===== config.mk =====
export PLATFORM = sky130hd
export DESIGN_NAME = pc_seq_ctrl
export DESIGN_NICKNAME = d
export VERILOG_FILES = /design/src/rtl/pc_seq_ctrl.sv
export SDC_FILE = /design/constraint.sdc
export NUM_CORES = 1
export LEC_CHECK = 0
export ABC_AREA = 1
export CAP_MARGIN = 20
export CORE_ASPECT_RATIO = 0.7
export CORE_MARGIN = 4
export CORE_UTILIZATION = 39
export CTS_CLUSTER_DIAMETER = 60
export DETAILED_ROUTE_END_ITERATION = 6
export PLACE_DENSITY = 0.72
export REMOVE_ABC_BUFFERS = 1
export SLEW_MARGIN = 20
export SYNTH_ARGS = -nofsm -noshare
export SYNTH_HDL_FRONTEND = slang
export SYNTH_SLANG_ARGS = --single-unit

===== constraint.sdc =====
create_clock -name clk -period 1.99 [get_ports clk]
set_clock_uncertainty 0.05 [all_clocks]
set_input_delay 0.398 -clock clk [delete_from_list [all_inputs] [get_ports clk]]
set_output_delay 0.398 -clock clk [all_outputs]
set_load 0.05 [all_outputs]

===== src/rtl/pc_seq_ctrl.sv =====
// Fetch sequencer for the 32-bit pcreg: drives pcreg ena/data_in, runs the imem req/ack handshake,
// selects the next PC and flags fetch timeouts. Optional trap support is enabled with macro PC_TRAP_EN.
module pc_seq_ctrl #(
    parameter logic [31:0] RESET_VEC = 32'h0000_0000,
    parameter logic [31:0] PC_STEP   = 32'd4,
    parameter logic [7:0]  WAIT_MAX  = 8'd15,
    parameter logic [31:0] TRAP_VEC  = 32'h0000_0080
) (
    input  logic        clk,
    input  logic        rst,
    input  logic [31:0] pc_cur,
    output logic        pc_ena,
    output logic [31:0] pc_next,
    output logic        imem_req,
    input  logic        imem_ack,
    input  logic        stall,
    input  logic        jmp,
    input  logic [31:0] jmp_target,
    input  logic        br_taken,
    input  logic [31:0] br_target,
    output logic        flush,
    output logic        fetch_err
`ifdef PC_TRAP_EN
    ,
    input  logic        trap_req,
    output logic [31:0] epc
`endif
);

    typedef enum logic [1:0] {
        ST_INIT  = 2'd0,
        ST_FETCH = 2'd1,
        ST_HOLD  = 2'd2
    } state_t;

    state_t      state_r, state_nxt_s;
    logic [7:0]  wait_cnt_r, wait_cnt_nxt_s;
    logic        fetch_err_r, fetch_err_nxt_s;
    logic [31:0] nxt_q_r, nxt_q_nxt_s;
    logic [31:0] sel_pc_s;
    logic        redirect_s;
    logic        trap_fetch_s;
    logic        trap_hold_s;
    logic        pc_ena_s, imem_req_s, flush_s;
    logic [31:0] pc_next_s;

`ifdef PC_TRAP_EN
    logic        trap_pend_r;
    logic [31:0] epc_r;

    // A trap seen without an ack stays pending until the fetch completes.
    assign trap_fetch_s = trap_req | trap_pend_r;
    assign trap_hold_s  = trap_req;
    assign epc          = epc_r;

    // Trap bookkeeping: pending flag and exception PC capture.
    always_ff @(posedge clk) begin
        if (!rst) begin
            trap_pend_r <= 1'b0;
            epc_r       <= 32'h0000_0000;
        end else begin
            case (state_r)
                ST_FETCH: begin
                    if (imem_ack && trap_fetch_s) begin
                        epc_r       <= pc_cur;
                        trap_pend_r <= 1'b0;
                    end else if (trap_req) begin
                        trap_pend_r <= 1'b1;
                    end else begin
                        trap_pend_r <= trap_pend_r;
                    end
                end
                ST_HOLD: begin
                    if (trap_req) begin
                        epc_r <= pc_cur;
                    end else begin
                        epc_r <= epc_r;
                    end
                end
                default: begin
                    trap_pend_r <= trap_pend_r;
                end
            endcase
        end
    end
`else
    assign trap_fetch_s = 1'b0;
    assign trap_hold_s  = 1'b0;
`endif

    // State, timeout counter, sticky error and captured next-PC registers.
    always_ff @(posedge clk) begin
        if (!rst) begin
            state_r     <= ST_INIT;
            wait_cnt_r  <= 8'd0;
            fetch_err_r <= 1'b0;
            nxt_q_r     <= 32'h0000_0000;
        end else begin
            state_r     <= state_nxt_s;
            wait_cnt_r  <= wait_cnt_nxt_s;
            fetch_err_r <= fetch_err_nxt_s;
            nxt_q_r     <= nxt_q_nxt_s;
        end
    end

    // Next-PC selection, handshake and state transitions; outputs held quiet while in reset.
    always_comb begin
        state_nxt_s     = state_r;
        wait_cnt_nxt_s  = wait_cnt_r;
        fetch_err_nxt_s = fetch_err_r;
        nxt_q_nxt_s     = nxt_q_r;
        pc_ena_s        = 1'b0;
        pc_next_s       = RESET_VEC;
        imem_req_s      = 1'b0;
        flush_s         = 1'b0;
        sel_pc_s        = pc_cur + PC_STEP;
        redirect_s      = 1'b0;

        if (trap_fetch_s) begin
            sel_pc_s   = TRAP_VEC;
            redirect_s = 1'b1;
        end else if (jmp) begin
            sel_pc_s   = jmp_target;
            redirect_s = 1'b1;
        end else if (br_taken) begin
            sel_pc_s   = br_target;
            redirect_s = 1'b1;
        end else begin
            sel_pc_s   = pc_cur + PC_STEP;
            redirect_s = 1'b0;
        end

        if (!rst) begin
            state_nxt_s = ST_INIT;
        end else begin
            case (state_r)
                ST_INIT: begin
                    pc_ena_s    = 1'b1;
                    pc_next_s   = RESET_VEC;
                    state_nxt_s = ST_FETCH;
                end
                ST_FETCH: begin
                    imem_req_s = 1'b1;
                    pc_next_s  = sel_pc_s;
                    if (imem_ack) begin
                        wait_cnt_nxt_s = 8'd0;
                        nxt_q_nxt_s    = sel_pc_s;
                        flush_s        = redirect_s;
                        if (stall) begin
                            state_nxt_s = ST_HOLD;
                        end else begin
                            pc_ena_s = 1'b1;
                        end
                    end else if (wait_cnt_r == WAIT_MAX) begin
                        // Timeout: flag it and keep requesting the same address.
                        fetch_err_nxt_s = 1'b1;
                        wait_cnt_nxt_s  = 8'd0;
                    end else begin
                        wait_cnt_nxt_s = wait_cnt_r + 8'd1;
                    end
                end
                ST_HOLD: begin
                    if (trap_hold_s) begin
                        nxt_q_nxt_s = TRAP_VEC;
                        flush_s     = 1'b1;
                        pc_next_s   = TRAP_VEC;
                    end else begin
                        pc_next_s = nxt_q_r;
                    end
                    if (!stall) begin
                        pc_ena_s    = 1'b1;
                        state_nxt_s = ST_FETCH;
                    end else begin
                        state_nxt_s = ST_HOLD;
                    end
                end
                default: begin
                    state_nxt_s = ST_INIT;
                end
            endcase
        end
    end

    assign pc_ena    = pc_ena_s;
    assign pc_next   = pc_next_s;
    assign imem_req  = imem_req_s;
    assign flush     = flush_s;
    assign fetch_err = fetch_err_r;

endmodule


Word level (Yosys, flattened, before mapping)
Index checks and enable logic that the tools add are counted.

Input bits: 102. Output and inout bits: 36. Word-level logic and storage cells: 37. Flip-flop bits (word level): 43.

Equal/unequal tests: 5. Bitwise logic cells: 1. Add/subtract/negate cells: 2. Mux-type cells: 21. Reductions and logical operators: 4.

Operators with widths (number): two-way mux 32 bit (3); case mux 32 bit (2 select lines) (1); adder 32 x 3 -> 32 bit, second input constant (1); two-way mux 8 bit (2); two-way mux 1 bit (10); adder 8 x 1 -> 8 bit, second input constant (1); == test 8 x 4 -> 1 bit, second input constant (1); two-way mux 2 bit (3); case mux 2 bit (3 select lines) (1); inequality test 2 bit, second input constant (2); AND reduction 2 bit (2); case mux 1 bit (3 select lines) (1); AND reduction 3 bit (1); == test 2 x 1 -> 1 bit, second input constant (1); == test 2 bit, second input constant (1); logical NOT 2 bit (1); NOT 1 bit (1).

Longest topological paths before layout
Gate-level depths: netlist of the first run.

Depth in word-level cells: 5. Gate-level depth with buffers: 11. Depth with buffers taken out: 11.

Worst setup path before layout of the first run
OpenSTA, ideal clock, no wires.

Path kind: reg2out. Start: register state_r[0]. End: output pc_next[10]. Buffers on the path: 2. Arrival: 2.065 ns. Cell stages (with the launch flop): 7. Path slack: -0.523 ns. Cells stage by stage: dfxtp_1 inv_1 ha_1 clkbuf_1 dlygate4sd1_1 nand2_1 a21oi_1.

Word-level cells in the longest chain between the ends: 3. Elaborated cells between the ends (all ways): 4. Classes of those cells: eq/ne: 2; mux: 2.

RTL lines: start: declaration (line 36) `state_t state_r, state_nxt_s;`; start signal: assignment (line 99) `state_r <= state_nxt_s;`; == test 2 bit or == test 2 x 1 -> 1 bit (tied branches) (line 136) `case (state_r)`; case mux 32 bit (2 select lines) * (line 136); two-way mux 32 bit * (line 133) `if (!rst) begin`; end: declaration (line 13) `output logic [31:0] pc_next,`.

Every way passes the cells marked *; elsewhere a longest branch is shown, timed or not.

Worst setup path after layout of the first run
Start: input pc_cur[3]. End: output pc_next[10].

Word-level cells in the longest chain between the ends: 5.

RTL lines: start: declaration (line 11) `input logic [31:0] pc_cur,`; adder 32 x 3 -> 32 bit (line 129) `sel_pc_s = pc_cur + PC_STEP;`; two-way mux 32 bit (line 125) `end else if (br_taken) begin`; two-way mux 32 bit (line 122) `end else if (jmp) begin`; case mux 32 bit (2 select lines) (line 136); two-way mux 32 bit (line 133).

Every way passes these cells.

==> results.py, run 1 <==
metrics = {
    "outcome": {
        "status": "complete, but fails checks",
        "violations": "negative setup slack",
    },
    "critical_path": {
        "crit_chain": "buf_8, ha_4, nand2_4, nor2_4, nand2_4, xor2_1, o21ai_1, o211ai_1, a21oi_2, buf_12",
        "end_kind": "output port",
        "cp-start-kind": "input port",
        "r2r-end": "wait_cnt_r[0]",
        "cp_slowest_stage_delay_ns": 0.21,
        "r2r-start": "state_r[0]",
        "rrSetupSlack_ns": 0.07,
        "worst_path_most_repeated_cell": "nand2_4",
        "required_ns": 1.54,
        "cp_slowest_cell": "xor2_1",
        "path_max_fanout": 6,
        "cp_data_arrival_time_ns": 1.91,
        "reg2regPathDepth": 10,
        "crit_type": "in2out",
    },
    "power_and_ir_drop": {
        "internal_power_mw": 3.20,
        "power_mw": 5.66,
        "p_clk_frac": 0.177,
        "power_frac_seq": 0.191,
        "p_sw_mw": 2.46,
        "ir_drop_v": 0.000588,
        "p_leak_nw": 3.09,
        "switching_share": 0.435,
        "power_density_nw_per_um2": 755,
        "share_comb_of_total_power": 0.631,
    },
    "route": {
        "ant_nets": 0,
        "drc_errors": 0,
        "firstDrtPassIters": 5,
        "routed_wirelength_mm": 18.0,
        "vias": 5542,
        "via_per_inst": 5.58,
        "first_iter_violations": 411,
        "wl_per_cell_um": 18.2,
    },
    "clock_network": {
        "clockBufferDepth": 2,
        "htree_levels": 2,
        "clkSinkCount": 43,
        "cts_tree": "done",
        "numCtsBuffers": 5,
        "cts_root_buffer": "clkbuf_16",
        "clk_pin_slew_ns": 0.06,
        "clock_latency_ns": 0.29,
    },
    "synthesis": {
        "synth_cell_types": 40,
        "syn_avg_cell_area_um2": 5.96,
        "syn_inst": 631,
        "ys_seq_elements": 43,
        "yosysWarnings": 0,
        "yosysSeqAreaShare": 0.229,
        "syn-cell-area_um2": 3760,
    },
    "timing": {
        "slew_headroom": 0.562,
        "finalHoldViolCount": 0,
        "setup-violations-final": 35,
        "fin_tns_setup_ns": -7.32,
        "tightest_slew_ns": 0.650,
        "rsz0062_at_grt": "true",
        "finalMaxSlewViolations": 0,
        "max_freq_mhz": 425,
        "fin_crit_ns": 2.36,
        "setup_slack_ns": -0.365,
        "fin_crit_sh": 1.18,
    },
    "min_path": {
        "whs_endpoint": "nxt_q_r[30]",
        "hold_start": "nxt_q_r[30]",
        "hold_depth": 2,
        "hp-class": "reg2reg",
    },
    "floorplan": {
        "fp-row-count": 29,
        "core_um2": 9220,
        "fp.dieH_um": 90.2,
        "die-area_um2": 11300,
        "start_util": 0.408,
        "io_pins": 138,
        "die_w_um": 125,
    },
    "global_routing": {
        "antenna_found_initial": 1,
        "grt_pass1_vias": 5380,
        "grt-ovfl-total": 0,
        "grt_max_degree": 30,
        "grt_usage": 0.276,
        "grt_pass1_wl_mm": 26.0,
    },
    "placement": {
        "gp_congestion": 0.912,
        "dpl_worst_slack_ns": -0.861,
        "dp.cells": 942,
        "dp_hpwl_mm": 11.3,
        "numPortBuffers": 137,
    },
    "cells_and_area": {
        "antenna_cells": 0,
        "areaGrowthSynthToFinish_pct": 99.4,
        "fillCellCount": 577,
        "multi_input_area_um2": 3390,
        "seqCellArea_um2": 866,
        "drive_above_1_share": 0.459,
        "finalNonFillerCells": 993,
        "num-nets-final": 976,
    },
    "run": {
        "drv_cap": 0,
    },
}
[Yosys cell counts]
master | instances | area share
a211oi_1 | 2 | 0.0040
a21oi_1 | 59 | 0.079
a21oi_2 | 1 | 0.0023
a22o_1 | 1 | 0.0023
a22oi_1 | 1 | 0.0020
a31oi_1 | 3 | 0.0050
a32o_1 | 2 | 0.0053
and2_1 | 2 | 0.0033
buf_2 | 1 | 0.0013
buf_4 | 1 | 0.0020
buf_6 | 5 | 0.015
clkbuf_1 | 18 | 0.018
clkbuf_8 | 1 | 0.0037
clkinv_1 | 1 | 0.0010
dfxtp_1 | 43 | 0.23
dlygate4sd1_1 | 3 | 0.0070
dlymetal6s2s_1 | 1 | 0.0033
ha_1 | 6 | 0.020
inv_1 | 48 | 0.048
inv_2 | 1 | 0.0010
nand2_1 | 189 | 0.19
nand2_2 | 8 | 0.013
nand2_4 | 2 | 0.0060
nand3_1 | 79 | 0.11
nand3_2 | 2 | 0.0053
nand3b_1 | 2 | 0.0040
nand4_1 | 2 | 0.0033
nor2_1 | 50 | 0.050
nor2_2 | 7 | 0.012
nor2_4 | 7 | 0.021
nor3_1 | 2 | 0.0027
o211ai_1 | 6 | 0.012
o21ai_0 | 21 | 0.028
o21ai_1 | 7 | 0.0093
o21ai_2 | 1 | 0.0023
o21bai_1 | 6 | 0.012
o22ai_1 | 10 | 0.017
or2_2 | 19 | 0.032
xnor2_1 | 2 | 0.0047
xor2_1 | 9 | 0.021
[final cells by class]
class                           instances  share of cell area
Timing Repair Buffer                  260               0.362
Clock inverter                          3             0.00617
Sequential cell                        43               0.115
Inverter                               50              0.0270
Tap cell                              124              0.0207
Clock buffer                            5              0.0167
Multi-Input combinational cell        508               0.452
[registers in the layout, indices dropped and copies added (netlist names)]
signal      cells
nxt_q_r        32
fetch_err       1
state_r         2
wait_cnt_r      8
[placed cells by master (no fill, tap or decap), drive strengths merged, types with 3 or more instances in the layout]
master | Yosys | routed
xor2 | 9 | 9
clkbuf | 19 | 10
buf | 7 | 181
nand3 | 81 | 81
a31oi | 3 | 3
inv | 49 | 50
dfxtp | 43 | 43
or2 | 19 | 19
ha | 6 | 6
a21oi | 60 | 60
o22ai | 10 | 10
o211ai | 6 | 6
nor2 | 64 | 64
dlygate4sd2 | 0 | 8
o21ai | 29 | 29
clkdlybuf4s50 | 0 | 64
nand2 | 199 | 199
o21bai | 6 | 6
[worst max path at each step]
stage / start / end / slack, ns / cells after the start
detailed placement: pc_cur[2] / pc_next[24] / -0.86 / 13
global route: pc_cur[3] / pc_next[10] / -0.51 / 10
finish: pc_cur[3] / pc_next[10] / -0.37 / 10
global placement: pc_cur[2] / pc_next[24] / -0.80 / 13
floorplan: state_r[1] / flush / -1.54 / 6
CTS: pc_cur[3] / pc_next[22] / -0.26 / 13
[power groups by stage]
| stage | registers [mW] | clock network (mW) | logic [mW] |
|---|---|---|---|
| 2_1_floorplan | 1.07 | 0 | 1.13 |
| 3_3_place_gp | 1.07 | 0 | 2.36 |
| 3_5_place_dp | 1.08 | 0 | 2.40 |
| 4_1_cts | 1.08 | 0.996 | 2.97 |
| 5_1_grt | 1.09 | 1.04 | 3.73 |
| 6_report | 1.08 | 1.00 | 3.58 |
[per-stage QoR]
step / utilization / hold WS (ns) / cell area [um2]
final: 0.814 / 0.404 / 7500
after global routing: 0.814 / 0.421 / 7500
after CTS: 0.750 / 0.405 / 6910
after detailed placement: 0.663 / 0.389 / 6110
after global placement: 0.663 / 0.386 / 6110
after floorplan: - / 0.376 / 3570
[routing by layer]
| layer | vias up | share of wire | track usage |
|---|---|---|---|
| met2 | 316 | 0.48 | 0.467 |
| li1 | 2547 | - | - |
| met4 | 2 | 0.038 | 0.106 |
| met5 | - | 0.00039 | 0 |
| met1 | 2614 | 0.39 | 0.332 |
| met3 | 63 | 0.093 | 0.0776 |
[logic make-up after synthesis]
| kind of cell | synth area share |
|---|---|
| flip-flops | 0.229 |
| adder cells (fa/ha/maj) | 0.0200 |
| AO/OA/AOI/OAI | 0.180 |
| XOR/XNOR | 0.0256 |
| AND/OR/NAND/NOR | 0.446 |
| buffers and inverters | 0.100 |
[critical path: cells and delay by family]
kind	cells	cell delay [ns]
adder cells (fa/ha/maj)	1	0.16
XOR/XNOR	1	0.21
buffers and inverters	2	0.25
AND/OR/NAND/NOR	3	0.33
AO/OA/AOI/OAI	3	0.56
[what timing repair did]
action	CTS	global route
pin swaps	70	76
endpoints found under the setup margin	34	35
setup buffers	23	21
cloned	1	0
hold buffers	0	0
resized for setup	275	125
Power figures use the tool's default switching activity.
==> run 2: changes to the inputs <==
--- a/config.mk
+++ b/config.mk
@@ -11,6 +11,7 @@
 export CORE_MARGIN = 4
 export CORE_UTILIZATION = 39
 export CTS_CLUSTER_DIAMETER = 60
+export CTS_CLUSTER_SIZE = 30
 export DETAILED_ROUTE_END_ITERATION = 6
 export PLACE_DENSITY = 0.72
 export REMOVE_ABC_BUFFERS = 1
==> results of run 2 <==
Final layout, timing and power as in run 1 (identical DEF).
==> run 3: changes to the inputs <==
--- a/config.mk
+++ b/config.mk
@@ -8,7 +8,7 @@
 export ABC_AREA = 1
 export CAP_MARGIN = 20
 export CORE_ASPECT_RATIO = 0.7
-export CORE_MARGIN = 4
+export CORE_MARGIN = 2
 export CORE_UTILIZATION = 39
 export CTS_CLUSTER_DIAMETER = 60
 export CTS_CLUSTER_SIZE = 30
==> run 3 against run 2 <==
  * The flow still finishes with violations (negative setup slack)
  * Die area fell by 7.5%
  * Cell count rose by 3.4%
  * Hold slack got worse by 0.00092 ns
  * Global-route usage rose by 4.8 points
==> results.py, run 3 (synthesized netlist as in run 1, its figures left out) <==
metrics = {
    "outcome": {
        "status": "complete, but fails checks",
        "violations": "negative setup slack",
    },
    "global_routing": {
        "busiest_layer": "met2",
        "grt_max_degree": 27,
        "grt_usage": 0.324,
        "use_met1": 0.381,
        "use_met2": 0.567,
        "met3_usage": 0.0738,
        "grt_pass1_wl_mm": 26.6,
        "grt-ovfl-total": 0,
        "grt_pass1_vias": 5551,
        "antenna_found_initial": 0,
    },
    "route": {
        "firstDrtPassIters": 7,
        "vias": 5761,
        "wl_per_cell_um": 18.6,
        "routed_wirelength_mm": 19.1,
        "first_iter_violations": 455,
        "drc_errors": 0,
        "ant_nets": 0,
        "via_per_inst": 5.61,
    },
    "critical_path": {
        "worst_path_most_repeated_cell": "nand2_4",
        "worstSetupStartpoint": "pc_cur[3]",
        "cp-start-kind": "input port",
        "end_kind": "output port",
        "crit_type": "in2out",
        "rrSetupSlack_ns": 0.18,
        "required_ns": 1.54,
        "path_max_fanout": 6,
        "r2r-start": "state_r[0]",
        "critPathBufInv": 2,
        "cp_data_arrival_time_ns": 1.94,
        "cp_slowest_cell": "o21ai_1",
        "cpLargestDelayFamily": "compound AO/OA/AOI/OAI gates",
        "crit_chain": "buf_8, ha_4, nand2_4, nor2_4, nand2_4, xor2_1, o21ai_1, o211ai_1, a21oi_2, buf_12",
        "cp_slowest_stage_delay_ns": 0.25,
    },
    "floorplan": {
        "start_util": 0.408,
        "core_um2": 9220,
        "io_pins": 138,
        "die-area_um2": 10500,
        "fp.dieH_um": 86.2,
        "fp-row-count": 29,
        "die_w_um": 121,
    },
    "cells_and_area": {
        "layout_commonest_cell": "nand2_1",
        "drive_above_1_share": 0.455,
        "largest_reg_flops": 32,
        "final_cell_mix": "nand2_1, buf_4, clkdlybuf4s50_1",
        "reg_top3": "nxt_q_r (32), wait_cnt_r (8), state_r (2)",
        "largest-register": "nxt_q_r",
        "antenna_cells": 0,
        "num-nets-final": 1010,
        "areaGrowthSynthToFinish_pct": 105,
    },
    "placement": {
        "numPortBuffers": 137,
        "dp_hpwl_mm": 11.3,
        "dpl_worst_slack_ns": -0.845,
        "gp_congestion": 0.894,
    },
    "timing": {
        "max_freq_mhz": 418,
        "setup-violations-final": 34,
        "setup_slack_ns": -0.402,
        "tightest_slew_ns": 0.487,
        "slew_headroom": 0.675,
        "finalHoldViolCount": 0,
        "finalMaxSlewViolations": 0,
        "hold_slack_ns": 0.403,
        "fin_crit_sh": 1.20,
        "rsz0062_at_grt": "true",
        "fin_crit_ns": 2.39,
    },
    "clock_network": {
        "htree_levels": 2,
        "clkSinkCount": 43,
        "hold_buffers": 0,
        "numCtsBuffers": 5,
        "clock_latency_ns": 0.30,
        "clk_pin_slew_ns": 0.07,
        "cts_root_buffer": "clkbuf_16",
        "clockBufferDepth": 2,
        "cts_tree": "done",
    },
    "power_and_ir_drop": {
        "p_clk_frac": 0.173,
        "power_density_nw_per_um2": 748,
        "internal_power_mw": 3.27,
        "switching_share": 0.432,
        "p_leak_nw": 3.21,
        "ir_drop_v": 0.000616,
        "share_comb_of_total_power": 0.637,
        "p_sw_mw": 2.49,
        "power_frac_seq": 0.190,
    },
    "run": {
        "drv_cap": 0,
    },
    "min_path": {
        "hp-class": "reg2reg",
        "hold_start": "nxt_q_r[19]",
    },
}
[run 3: cell types whose count changed in the layout (fill, tap and decap cells not counted), sizes merged]
cell | previous run | this run
inv | 50 | 49
clkdlybuf4s15 | 1 | 3
dlygate4sd2 | 8 | 5
clkinvlp | 1 | 0
buf | 181 | 217
clkbuf | 10 | 7
clkinv | 1 | 3
clkdlybuf4s50 | 64 | 66
[run 3: per-stage QoR]
stage          cell area (um2)  instances  setup TNS, ns  utilization  total power [mW]
6_report                  7700       1027          -7.75        0.835              5.76
5_1_grt                   7700       1027          -9.86        0.835              5.93
4_1_cts                   7210       1011          -6.12        0.783              5.24
3_5_place_dp              6140        951         -26.58        0.666              3.50
3_3_place_gp              6140        951         -24.78        0.666              3.46
2_1_floorplan             3570        601         -36.92            -              2.20
[run 3: worst register-to-register path, cell delays in order (launching register included)]
cell and delay, ns:
dfxtp_4 0.38, buf_6 0.11, ha_4 0.20, buf_6 0.14
inv_8 0.05, buf_4 0.16, nor3_1 0.20, buf_4 0.18
nand2_1 0.07, a211oi_1 0.19
[run 3: path summary, 6_finish.rpt]
kind                   end  cells past startpoint
min            nxt_q_r[19]                      2
min reg2reg    nxt_q_r[19]                      2
max reg2reg  wait_cnt_r[5]                      9
max            pc_next[10]                     10
[run 3: final cells by class]
cell class | count | area, um2
multi-input cells | 508 | 3270
flip-flops and latches | 43 | 866
inverters | 50 | 208
fillers | 527 | 1520
clock inverters | 3 | 43.8
well taps | 124 | 155
repair buffers | 294 | 3030
clock buffers | 5 | 125
[run 3: power groups by stage]
stage	Clock (mW)	Combinational (mW)	Sequential, mW
2_1_floorplan	0	1.13	1.07
3_3_place_gp	0	2.39	1.07
3_5_place_dp	0	2.42	1.08
4_1_cts	0.974	3.19	1.07
5_1_grt	1.02	3.82	1.10
6_report	0.996	3.67	1.09
[run 3: what timing repair did]
action | in CTS | in global routing
endpoints found under the setup margin | 35 | 37
cloned | 3 | 0
gates resized for setup | 292 | 91
hold endpoints to repair | 0 | 0
buffers inserted | 49 | 23
pin swaps | 65 | 64
[run 3: layer usage]
layer | share of wire | vias up
met1 | 0.38 | 2679
met5 | 0 | -
met3 | 0.10 | 75
met4 | 0.039 | 0
li1 | - | 2622
met2 | 0.48 | 385
